`src/rtl/ym_bus_pkg.sv`:
```
// Shared types and decode constants for the YM2149 TurboSound bus sequencer.
package ym_bus_pkg;

  typedef enum logic [1:0] {StIdle, StQual, StDrive, StHold} state_e;

  typedef enum logic [2:0] {AccNone, AccLatch, AccWrite, AccRead, AccSelect} acc_e;

  // Port matches on {a15, a14, a1, a0}
  localparam logic [3:0] PortFffd = 4'b1101;
  localparam logic [3:0] PortBffd = 4'b1001;

  localparam logic [7:0] SelChip0 = 8'hFF;
  localparam logic [7:0] SelChip1 = 8'hFE;

  // {bc1, bdir} for a driven access class
  function automatic logic [1:0] drive_bits(acc_e cls);
    logic [1:0] bits;
    bits = 2'b00;
    case (cls)
      AccLatch: bits = 2'b11;
      AccWrite: bits = 2'b01;
      AccRead:  bits = 2'b10;
      default:  bits = 2'b00;
    endcase
    return bits;
  endfunction

endpackage

```
`src/rtl/ym_bus_sequencer_if.sv`:
```
// Z80-side bus and PSG pin bundle for the YM bus sequencer.
interface ym_bus_sequencer_if;
  logic       iorq;
  logic       m1;
  logic       wr;
  logic       rd;
  logic       dos;
  logic       a15;
  logic       a14;
  logic       a1;
  logic       a0;
  logic [7:0] d;
  logic       turbo;
  logic       bc1;
  logic       bdir;
  logic       ym_0;
  logic       ym_1;
  logic       ym_clock;

  modport master (
    output iorq, m1, wr, rd, dos, a15, a14, a1, a0, d, turbo,
    input  bc1, bdir, ym_0, ym_1, ym_clock
  );

  modport slave (
    input  iorq, m1, wr, rd, dos, a15, a14, a1, a0, d, turbo,
    output bc1, bdir, ym_0, ym_1, ym_clock
  );
endinterface

```
`src/rtl/ym_clk_div.sv`:
```
// PSG clock divider; the turbo ratio only switches at the end of a high phase.
module ym_clk_div #(
  parameter int unsigned DIV_NORMAL = 2,
  parameter int unsigned DIV_TURBO  = 4
) (
  input  logic cpu_clock,
  input  logic reset,
  input  logic turbo,
  output logic ym_clock
);

  localparam int unsigned CntW = 8;
  localparam logic [CntW-1:0] HalfNormM1 = CntW'(DIV_NORMAL / 2 - 1);
  localparam logic [CntW-1:0] HalfTurboM1 = CntW'(DIV_TURBO / 2 - 1);

  logic [CntW-1:0] cnt_q;
  logic            turbo_q;
  logic            ym_q;
  logic [CntW-1:0] half_m1;

  assign half_m1  = turbo_q ? HalfTurboM1 : HalfNormM1;
  assign ym_clock = ym_q;

  always_ff @(posedge cpu_clock or posedge reset) begin
    if (reset) begin
      cnt_q   <= '0;
      turbo_q <= 1'b0;
      ym_q    <= 1'b0;
    end else if (cnt_q == half_m1) begin
      cnt_q <= '0;
      ym_q  <= ~ym_q;
      // Switching only as ym_clock falls keeps every phase whole
      if (ym_q) begin
        turbo_q <= turbo;
      end
    end else begin
      cnt_q <= cnt_q + 1'b1;
    end
  end

endmodule

```
`src/rtl/ym_bus_sequencer.sv`:
```
// Qualifies Z80 I/O cycles on #FFFD/#BFFD and drives BC1/BDIR plus TurboSound chip select.
module ym_bus_sequencer
  import ym_bus_pkg::*;
#(
  parameter int unsigned QUAL_CYCLES = 1,
  parameter int unsigned DIV_NORMAL  = 2,
  parameter int unsigned DIV_TURBO   = 4
) (
  input logic           cpu_clock,
  input logic           reset,
  ym_bus_sequencer_if.slave bus
);

  state_e     state_q;
  acc_e       cap_q;
  acc_e       cls;
  logic [1:0] qcnt_q;
  logic       bc1_q;
  logic       bdir_q;
  logic       sel_q;
  logic       armed_q;
  logic       illegal;
  logic       gate;
  logic [3:0] port;

  assign port = {bus.a15, bus.a14, bus.a1, bus.a0};
  assign gate = bus.dos & bus.m1 & ~bus.iorq;
  assign illegal = gate & ~bus.wr & ~bus.rd & ((port == PortFffd) | (port == PortBffd));

  always_comb begin
    cls = AccNone;
    if (gate && (bus.wr ^ bus.rd)) begin
      if (port == PortFffd && !bus.wr) begin
        cls = (bus.d == SelChip0 || bus.d == SelChip1) ? AccSelect : AccLatch;
      end else if (port == PortFffd && !bus.rd) begin
        cls = AccRead;
      end else if (port == PortBffd && !bus.wr) begin
        cls = AccWrite;
      end
    end
  end

  always_ff @(posedge cpu_clock or posedge reset) begin
    if (reset) begin
      state_q <= StIdle;
      cap_q   <= AccNone;
      qcnt_q  <= 2'd0;
      bc1_q   <= 1'b0;
      bdir_q  <= 1'b0;
      sel_q   <= 1'b0;
      armed_q <= 1'b0;
    end else begin
      // A cycle already in flight at reset release is not picked up mid-way
      if (bus.iorq) begin
        armed_q <= 1'b1;
      end
      case (state_q)
        StIdle: begin
          if (armed_q) begin
            if (illegal) begin
              state_q <= StHold;
            end else if (cls != AccNone) begin
              cap_q   <= cls;
              qcnt_q  <= 2'd0;
              state_q <= StQual;
            end
          end
        end
        StQual: begin
          if (bus.iorq) begin
            state_q <= StIdle;
          end else if (cls != cap_q) begin
            state_q <= StHold;
          end else if (qcnt_q == 2'(QUAL_CYCLES - 1)) begin
            state_q          <= StDrive;
            {bc1_q, bdir_q}  <= drive_bits(cap_q);
            if (cap_q == AccSelect) begin
              sel_q <= (bus.d == SelChip1);
            end
          end else begin
            qcnt_q <= qcnt_q + 2'd1;
          end
        end
        StDrive: begin
          if (bus.iorq) begin
            state_q <= StIdle;
            bc1_q   <= 1'b0;
            bdir_q  <= 1'b0;
          end
        end
        StHold: begin
          if (bus.iorq) begin
            state_q <= StIdle;
          end
        end
        default: state_q <= StIdle;
      endcase
    end
  end

  assign bus.bc1  = bc1_q & ~bus.iorq;
  assign bus.bdir = bdir_q & ~bus.iorq;
  assign bus.ym_0 = ~sel_q;
  assign bus.ym_1 = sel_q;

  ym_clk_div #(
    .DIV_NORMAL(DIV_NORMAL),
    .DIV_TURBO (DIV_TURBO)
  ) u_clk_div (
    .cpu_clock(cpu_clock),
    .reset    (reset),
    .turbo    (bus.turbo),
    .ym_clock (bus.ym_clock)
  );

endmodule

```
`src/flat_wrapper.sv`:
```
// flat-port wrapper written by rule: the top's interface ports become plain ports
module ym_bus_sequencer_flat import ym_bus_pkg::*;
#(
  parameter int unsigned QUAL_CYCLES = 1,
  parameter int unsigned DIV_NORMAL  = 2,
  parameter int unsigned DIV_TURBO   = 4
)
  (cpu_clock, reset, bus_iorq, bus_m1, bus_wr, bus_rd, bus_dos, bus_a15, bus_a14, bus_a1, bus_a0, bus_d, bus_turbo, bus_bc1, bus_bdir, bus_ym_0, bus_ym_1, bus_ym_clock);
  ym_bus_sequencer_if bus_i ();
  input logic cpu_clock;
  input logic reset;
  input wire logic [$bits(bus_i.iorq)-1:0] bus_iorq;
  input wire logic [$bits(bus_i.m1)-1:0] bus_m1;
  input wire logic [$bits(bus_i.wr)-1:0] bus_wr;
  input wire logic [$bits(bus_i.rd)-1:0] bus_rd;
  input wire logic [$bits(bus_i.dos)-1:0] bus_dos;
  input wire logic [$bits(bus_i.a15)-1:0] bus_a15;
  input wire logic [$bits(bus_i.a14)-1:0] bus_a14;
  input wire logic [$bits(bus_i.a1)-1:0] bus_a1;
  input wire logic [$bits(bus_i.a0)-1:0] bus_a0;
  input wire logic [$bits(bus_i.d)-1:0] bus_d;
  input wire logic [$bits(bus_i.turbo)-1:0] bus_turbo;
  output wire logic [$bits(bus_i.bc1)-1:0] bus_bc1;
  output wire logic [$bits(bus_i.bdir)-1:0] bus_bdir;
  output wire logic [$bits(bus_i.ym_0)-1:0] bus_ym_0;
  output wire logic [$bits(bus_i.ym_1)-1:0] bus_ym_1;
  output wire logic [$bits(bus_i.ym_clock)-1:0] bus_ym_clock;
  assign bus_i.iorq = bus_iorq;
  assign bus_i.m1 = bus_m1;
  assign bus_i.wr = bus_wr;
  assign bus_i.rd = bus_rd;
  assign bus_i.dos = bus_dos;
  assign bus_i.a15 = bus_a15;
  assign bus_i.a14 = bus_a14;
  assign bus_i.a1 = bus_a1;
  assign bus_i.a0 = bus_a0;
  assign bus_i.d = bus_d;
  assign bus_i.turbo = bus_turbo;
  assign bus_bc1 = bus_i.bc1;
  assign bus_bdir = bus_i.bdir;
  assign bus_ym_0 = bus_i.ym_0;
  assign bus_ym_1 = bus_i.ym_1;
  assign bus_ym_clock = bus_i.ym_clock;
  ym_bus_sequencer #(.QUAL_CYCLES(QUAL_CYCLES), .DIV_NORMAL(DIV_NORMAL), .DIV_TURBO(DIV_TURBO)) u_core (.cpu_clock(cpu_clock), .reset(reset), .bus(bus_i));
endmodule
```
`config.mk`:
```
export PLATFORM = sky130hd
export DESIGN_NAME = ym_bus_sequencer_flat
export DESIGN_NICKNAME = d
export VERILOG_FILES = /design/src/rtl/ym_bus_pkg.sv /design/src/rtl/ym_bus_sequencer_if.sv /design/src/rtl/ym_clk_div.sv /design/src/rtl/ym_bus_sequencer.sv /design/src/flat_wrapper.sv
export SDC_FILE = /design/constraint.sdc
export NUM_CORES = 1
export LEC_CHECK = 0
export ABC_AREA = 0
export CORE_MARGIN = 3
export CORE_UTILIZATION = 27
export DETAILED_ROUTE_END_ITERATION = 8
export SLEW_MARGIN = 40
export SYNTH_ARGS = -nofsm -noshare
export SYNTH_HDL_FRONTEND = slang
export SYNTH_SLANG_ARGS = --single-unit
export TNS_END_PERCENT = 50
```
`constraint.sdc`:
```
create_clock -name cpu_clock -period 3.53 [get_ports cpu_clock]
set_input_delay 0.706 -clock cpu_clock [delete_from_list [all_inputs] [get_ports cpu_clock]]
set_output_delay 0.706 -clock cpu_clock [all_outputs]
set_load 0.005 [all_outputs]
```
## Word-level counts from Yosys, hierarchy flattened

Cells that the tools add are included.

- Latch bits: 0
- Register bits after elaboration: 21
- RAM bits: 0
- Memories kept: 0
- Memory bits (read-only): 0
- Logic and storage cells: 103
- Output and inout bits: 5
- Input bits: 20

- Reductions and logical operators: 19
- $mul: 0
- Shift-type cells: 0
- $lt $le $gt $ge: 0
- Add/sub/neg operators: 2
- Muxes and demuxes: 32
- Bitwise logic cells: 16
- Div/mod/pow operators: 0
- Equal/unequal tests: 24

Operator list:

| cell | number |
|---|---|
| 2-to-1 mux 2 bit | 14 |
| == test 8 bit (second input constant) | 2 |
| 2-to-1 mux 3 bit | 4 |
| case mux 2 bit (3 select lines) | 2 |
| inequality test 2 bit (second input constant) | 5 |
| AND reduction 5 bit | 2 |
| adder 8 x 1 -> 8 bit (second input constant) | 1 |
| == test 4 bit (second input constant) | 2 |
| == test 8 bit | 1 |
| 2-to-1 mux 1 bit | 8 |
| 2-to-1 mux 8 bit | 1 |
| inequality test 2 x 1 -> 1 bit (second input constant) | 4 |
| AND reduction 4 bit | 2 |
| bitwise AND 1 bit | 7 |
| NOT 1 bit | 7 |
| AND reduction 7 bit | 1 |
| == test 3 x 2 -> 1 bit (second input constant) | 2 |
| == test 2 bit (second input constant) | 2 |
| logical AND 1 bit | 4 |
| logical NOT 2 bit | 2 |
| inequality test 4 x 2 -> 1 bit (second input constant) | 1 |
| case mux 1 bit (2 select lines) | 2 |
| case mux 2 bit (2 select lines) | 1 |
| nonzero test 2 bit | 2 |
| 13 further kinds | 14 |

## Logic depth before layout (Yosys ltp)

Gate-level depths: netlist (run 1).

- Depth after elaboration: 11
- Depth in mapped cells: 7

## By module

From an unflattened synthesis (run 1), not the netlist that was laid out.

- Cells, all modules: 126
- Area, all modules: 1265.0 µm²

Modules (own cells, without submodules):

| module | area an instance (µm²) | instances | cells each |
|---|---|---|---|
| ym_bus_sequencer | 794.5 | 1 | 88 |
| ym_clk_div | 470.5 | 1 | 38 |

## Worst setup path before layout (run 1)

Ideal clock, no wire load.

- Kind: input -> register
- Start point: input bus_rd
- End point: register u_core.sel_q (netlist: u_core.bus.ym_1)
- Path slack: 1.243 ns
- Stages: 7
- Library setup time: 0.128 ns
- Arrival time: 2.159 ns
- Cells stage by stage: buf_4 -> xor2_1 -> nand4_4 -> mux2_4 -> o211ai_1 -> nor4_1 -> mux2_1

- Cells in the longest elaborated chain, start to end: 8
- Elaborated cells on any way between the ends: 10
- Classes of those cells: eq/ne (1); mux (3); bitwise (2); reduce/logical (4)

Ends and longest elaborated chain:

| what | line | RTL |
|---|---|---|
| start: declaration | flat_wrapper.sv:15 | `input wire logic [$bits(bus_i.rd)-1:0] bus_rd;` |
| logical NOT 1 bit | ym_bus_sequencer.sv:35 | `end else if (port == PortFffd && !bus.rd) begin` |
| logical AND 1 bit | ym_bus_sequencer.sv:35 |  |
| 2-to-1 mux 3 bit | ym_bus_sequencer.sv:35 |  |
| 2-to-1 mux 3 bit | ym_bus_sequencer.sv:33 | `if (port == PortFffd && !bus.wr) begin` |
| 2-to-1 mux 3 bit * | ym_bus_sequencer.sv:32 | `if (gate && (bus.wr ^ bus.rd)) begin` |
| inequality test 3 bit * | ym_bus_sequencer.sv:72 | `end else if (cls != cap_q) begin` |
| NOT 1 bit (no line) * | n/a |  |
| AND reduction 5 bit (no line) * | n/a |  |
| end signal: assignment | ym_bus_sequencer.sv:78 | `sel_q <= (bus.d == SelChip1);` |
| end: declaration | ym_bus_sequencer.sv:20 | `logic sel_q;` |

Mark *: on every way between the ends. The rest lies on a longest branch, timed or not.
A chain may end at the register's enable or synchronous reset.

## Worst setup path after layout (run 1)

- Start point: input bus_iorq
- End point: output bus_bdir

- Cells in the longest elaborated chain, start to end: 2

Ends and longest elaborated chain:

| what | line | RTL |
|---|---|---|
| start: declaration | flat_wrapper.sv:12 | `input wire logic [$bits(bus_i.iorq)-1:0] bus_iorq;` |
| NOT 1 bit (no line) | n/a |  |
| bitwise AND 1 bit | ym_bus_sequencer.sv:102 | `assign bus.bdir = bdir_q & ~bus.iorq;` |
| end: declaration | flat_wrapper.sv:24 | `output wire logic [$bits(bus_i.bdir)-1:0] bus_bdir;` |

No other way between the ends.

==> out/qor.yml, run 1 <==
outcome:
  status: "finished, final reports clean"
power_and_ir_drop:
  peakVddDrop_mv: 0.148
  p_seq_share_pct: 50.6
  power_density_nw_per_um2: 469
  clkPwrFrac_pct: 21.4
  power_w: 0.000744
  sw_frac_of_total_pct: 33.3
  switchingPower_w: 0.000248
  p_int_w: 0.000496
  p_leak_nw: 0.630
  comb_power_share_pct: 28.0
hold_path:
  hold_depth: 1
  min-delay-start: "u_core.bdir_q"
  min_to: "u_core.bdir_q"
  hp-class: "flop to flop"
critical_path:
  cp_top_family: "buffers and inverters"
  regToRegStartpoint: "u_core.qcnt_q[0]"
  cp_slowest_cell: "clkdlybuf4s50_1"
  end_kind: "output port"
  r2r_end: "u_core.bus.ym_1"
  max_stage_delay_ns: 0.62
  cp_num_buf_inv: 2
  worstPathRequired_ns: 2.82
  path_cells: "clkdlybuf4s50_1, and2b_2, clkdlybuf4s50_1"
  ff2ff_path_depth: 7
  worstSetupPathType: "input pin to output port"
  critPathArrivalTime_ns: 2.04
  crit_path_frequent_cell: "clkdlybuf4s50_1"
  cp_max_fo: 9
  worst_setup_path_start_kind: "input pin"
  reg2reg_slack_ns: 1.62
layout:
  multi_input_area_um2: 658
  areaGrowthSynthToFinish_pct: 26.3
  fin_util_pct: 35.9
  final_net_count: 176
  area.sequential_um2: 526
  drive_gt1_share_pct: 13.1
  diodes: 0
  fillers: 425
floorplan:
  num_rows: 24
  start_util_pct: 28.4
  chipHeight_um: 74.1
  fp.coreArea_um2: 4410
  dieArea_um2: 5500
  ios: 25
  die_w_um: 74.1
drt:
  first_pass_iters: 5
  vias_per_cell: 5.00
  vias: 1025
  avgRoutedWirePerCell_um: 12.7
  drc: 0
  drt-total-wl_um: 2610
  drtAntennaViolNets: 0
  drt_iter0_drc: 34
place:
  gp_congestion: 0.774
  place_hpwl_um: 2020
  io_buffers: 24
grt:
  grt_pass1_vias: 982
  grt_pass1_wl_um: 4240
  grt_overflow: 0
  grt_max_degree: 22
  antenna_found_initial: 0
  track_usage_pct: 10.0
synthesis:
  ys_seq_elements: 21
  synthTopCellsByArea: "dfrtp_1, xnor2_1, inv_1, nand3_1, xor2_1"
  synth-edff-count: 0
  synth_top_area_share_pct: 41.9
  synth.avg_cell_area_um2: 9.64
  syn_nets: 152
  ys_types: 44
  synth_top_area_cell: "dfrtp_1"
  synth_ff_type: "dfrtp_1"
  ys_seq_area_share_pct: 41.9
  yosys_warnings: 0
  synthesis.instances: 130
  synth_area_um2: 1250
  synth_most_common_cell: "dfrtp_1"
  synthArstFlopShare_pct: 100
  yosys-top-cells-count: "dfrtp_1, inv_1"
timing:
  fin_setup_tns_ns: 0
  finalHoldViolCount: 0
  final-max-slew-violation-count: 0
  finalCritPeriodShare_pct: 77.7
  setup_viol_count_final: 0
  slew-limit-headroom_pct: 66.1
  worst_pin_slew_ns: 0.504
  period_needed_ns: 2.74
  max_freq_mhz: 364
  worst_clock_skew_ns: 0.00147
  rsz0062_at_grt: "false"
cts:
  clockBufferDepth: 2
  cts_resized: 0
  cts_setup_buffers: 0
  cts_root_buf: "clkbuf_8"
  htreeDepth: 1
  cts_tree: "done"
  cts.clk_slew.worst_paths_ns: 0.08
  insertion_delay_ns: 0.26
  cts_buffers: 3
  ctsHoldBuffers: 0
  cts.sinks: 21
run:
  maxCapViolCount: 0
-- metrics by stage --
stage	cells	instance area (µm²)	setup WS, ns	hold slack (ns)
after detailed placement	201	1530	0.538	0.462
after floorplan	130	1250	1.24	0.436
after CTS	205	1580	0.770	0.481
final	205	1580	0.786	0.476
after global placement	201	1530	0.597	0.462
after global routing	205	1580	0.714	0.505
-- layout by cell type (no fill, tap or decap), types with 2 or more instances in the layout --
cell type and instances:
clkdlybuf4s50_1 24, dfrtp_1 21, inv_1 12, xnor2_1 7, nand2_1 7, nand3_1 7, nor2_1 7, o21ai_0 6
nor3_1 6, nor4_1 4, xor2_1 4, a21oi_1 4, nand4_1 3, clkbuf_8 3, mux2_1 2, o211ai_1 2
and3_1 2, and2b_2 2, or2_2 2, o311ai_1 2, ha_1 2
-- final cells by class --
class	count	area share, %
clock buffer	3	2.61
sequential	21	33.2
multi-input combinational	91	41.5
clock inverter	1	0.316
tap	52	4.11
timing repair buffer	24	15.2
inverter	13	3.08
-- metal layers --
layer  vias to the layer above  global-route usage (%)  part of all wire [%]
li1                        509                       -                     -
met1                       475                    12.5                    47
met2                        33                    15.6                    44
met3                         8                    2.57                   4.9
met4                         0                    6.24                   3.4
met5                         -                       0                     0
-- worst max path at each step --
stage	cells after the start	endpoint	slack (ns)	from
after CTS	3	bus_bdir	0.77	bus_iorq
after global routing	7	u_core.bus.ym_1	0.71	bus_wr
after global placement	7	u_core.bus.ym_1	0.60	bus_wr
after floorplan	7	u_core.bus.ym_1	1.24	bus_rd
final	3	bus_bdir	0.79	bus_iorq
after detailed placement	7	u_core.bus.ym_1	0.54	bus_iorq
-- state kept, by name, indices dropped and copies added (netlist names) --
| register | count |
|---|---|
| u_core.u_clk_div.cnt_q | 8 |
| u_core.cap_q | 3 |
| u_core.qcnt_q | 2 |
| u_core.state_q | 2 |
| u_core.armed_q | 1 |
| u_core.bc1_q | 1 |
| u_core.bdir_q | 1 |
| u_core.bus.ym_1 | 1 |
| u_core.u_clk_div.turbo_q | 1 |
| u_core.u_clk_div.ym_clock | 1 |
-- cells by family (layout without fill, tap and decap cells) --
kind of cell    Yosys count  after routing  synth area share (%)
simple gates             52             52                  26.2
compound gates           22             22                  12.4
flops                    21             21                  41.9
buf+inv                  18             41                  6.09
xor+xnor                 11             11                  7.68
mux                       4              4                  3.79
fa+ha+maj                 2              2                  2.00
-- power by group through the flow --
stage | clock network (W) | registers [W] | logic, W
after floorplan | 0 | 0.000359 | 0.000150
after global placement | 0 | 0.000370 | 0.000201
after detailed placement | 0 | 0.000374 | 0.000209
after CTS | 0.000168 | 0.000370 | 0.000210
after global routing | 0.000179 | 0.000384 | 0.000241
final | 0.000159 | 0.000376 | 0.000209
Power figures use the tool's default switching activity.
==> run 2, diff against run 1 <==
==> constraint.sdc (replaced) <==
create_clock -name cpu_clock -period 2.7 [get_ports cpu_clock]
set_input_delay 0.54 -clock cpu_clock [delete_from_list [all_inputs] [get_ports cpu_clock]]
set_output_delay 0.54 -clock cpu_clock [all_outputs]
set_load 0.005 [all_outputs]
==> out/qor.yml, run 2 (synthesized netlist as in run 1, its figures left out) <==
layout:
  stdcell_count: 213
  fin_util_pct: 37.1
  layout_common_cells: "clkdlybuf4s50_1, dfrtp_1, inv_1, buf_4"
  largest_reg_flops: 8
  top_regs: "u_core.u_clk_div.cnt_q (8), u_core.cap_q (3)"
  drive_gt1_share_pct: 16.8
  areaGrowthSynthToFinish_pct: 30.6
  final_net_count: 184
  top_register: "u_core.u_clk_div.cnt_q"
  stdcell_area_um2: 1640
  final_common_cell: "clkdlybuf4s50_1"
  diodes: 0
grt:
  track_usage_pct: 10.6
  grt_pass1_wl_um: 4560
  antenna_found_initial: 0
  grt_max_degree: 22
  grt_pass1_vias: 1022
  grt_overflow: 0
hold_path:
  hp-class: "flop to flop"
  hold_depth: 1
critical_path:
  cp_top_family: "buffers and inverters"
  end_kind: "flop"
  ff2ff_path_depth: 7
  reg2reg_slack_ns: 0.79
  max_stage_delay_ns: 0.58
  worst_setup_path_start_kind: "input pin"
  cp_slowest_cell: "clkdlybuf4s50_1"
  cp_num_buf_inv: 1
  path_cells: "clkdlybuf4s50_1, and3b_1, o211ai_2, xor2_1, o211ai_1, nor4_1, mux2_1"
  cp_max_fo: 6
  cp_num_cells: 7
  worstSetupPathType: "input pin to flop"
  critPathArrivalTime_ns: 2.56
  worstPathRequired_ns: 2.85
cts:
  cts_setup_buffers: 0
  cts.clk_slew.worst_paths_ns: 0.08
  ctsHoldBuffers: 0
  cts.sinks: 21
  cts_root_buf: "clkbuf_8"
  htreeDepth: 1
  clockBufferDepth: 2
  insertion_delay_ns: 0.26
  cts_resized: 0
  cts_buffers: 3
  cts_tree: "done"
floorplan:
  die_w_um: 74.1
  ios: 25
  fp.coreArea_um2: 4410
  chipHeight_um: 74.1
  dieArea_um2: 5500
  num_rows: 24
  start_util_pct: 28.4
timing:
  final-max-slew-violation-count: 0
  max_freq_mhz: 414
  rsz0062_at_grt: "false"
  setup_ws_ns: 0.286
  finalHoldViolCount: 0
  fin_setup_tns_ns: 0
  slew-limit-headroom_pct: 70.2
  worst_clock_skew_ns: 0.00474
  worst_pin_slew_ns: 0.446
  period_needed_ns: 2.41
  setup_viol_count_final: 0
  finalCritPeriodShare_pct: 89.4
place:
  placed_area_um2: 1590
  place_hpwl_um: 2060
  gp_congestion: 0.748
  pre_cts_slack_ns: 0.0128
  dpl.cell_count: 209
  io_buffers: 24
drt:
  drc: 0
  vias: 1038
  drt_iter0_drc: 23
  first_pass_iters: 4
  drt-total-wl_um: 2600
  avgRoutedWirePerCell_um: 12.2
  drtAntennaViolNets: 0
  vias_per_cell: 4.87
power_and_ir_drop:
  peakVddDrop_mv: 0.226
  power_density_nw_per_um2: 591
  p_leak_nw: 0.668
outcome:
  status: "finished, final reports clean"
run:
  maxCapViolCount: 0
==> run 2: area by class of cell <==
| cell class | count | area [µm²] |
|---|---|---|
| clock inverter | 1 | 5.00 |
| fill | 431 | 2780 |
| timing repair buffer | 32 | 300 |
| sequential | 21 | 526 |
| clock buffer | 3 | 41.3 |
| multi-input combinational | 91 | 652 |
| inverter | 13 | 48.8 |
| tap | 52 | 65.1 |
==> run 2: final timing paths <==
path	start	end
setup reg to reg	u_core.qcnt_q[1]	u_core.bus.ym_1
setup / recovery	bus_rd	u_core.bus.ym_1
hold / removal	u_core.armed_q	u_core.armed_q
min in group asynchronous	reset	u_core.bc1_q
max in group asynchronous	reset	u_core.u_clk_div.turbo_q
hold reg to reg	u_core.armed_q	u_core.armed_q
==> run 2: per-layer routing <==
| layer | global-route usage [%] | up-vias | share of wire, % |
|---|---|---|---|
| met1 | 14.3 | 486 | 46 |
| li1 | - | 525 | - |
| met3 | 1.62 | 5 | 3.1 |
| met5 | 0 | - | 0 |
| met2 | 16.8 | 22 | 49 |
| met4 | 4.43 | 0 | 1.8 |
==> run 2: metrics by stage <==
stage,power (W),hold WS [ns]
floorplan,0.000665,0.436
global placement,0.000756,0.458
detailed placement,0.000771,0.456
CTS,0.000982,0.484
global route,0.00105,0.506
finish,0.000969,0.484
==> run 2: where the power goes <==
group | leakage [nW] | internal [W] | total (W) | switching (W)
clock | 0.0255 | 0.000103 | 0.000206 | 0.000103
combinational | 0.387 | 0.000155 | 0.000281 | 0.000126
sequential | 0.255 | 0.000398 | 0.000482 | 0.0000844
total | 0.668 | 0.000655 | 0.000969 | 0.000313
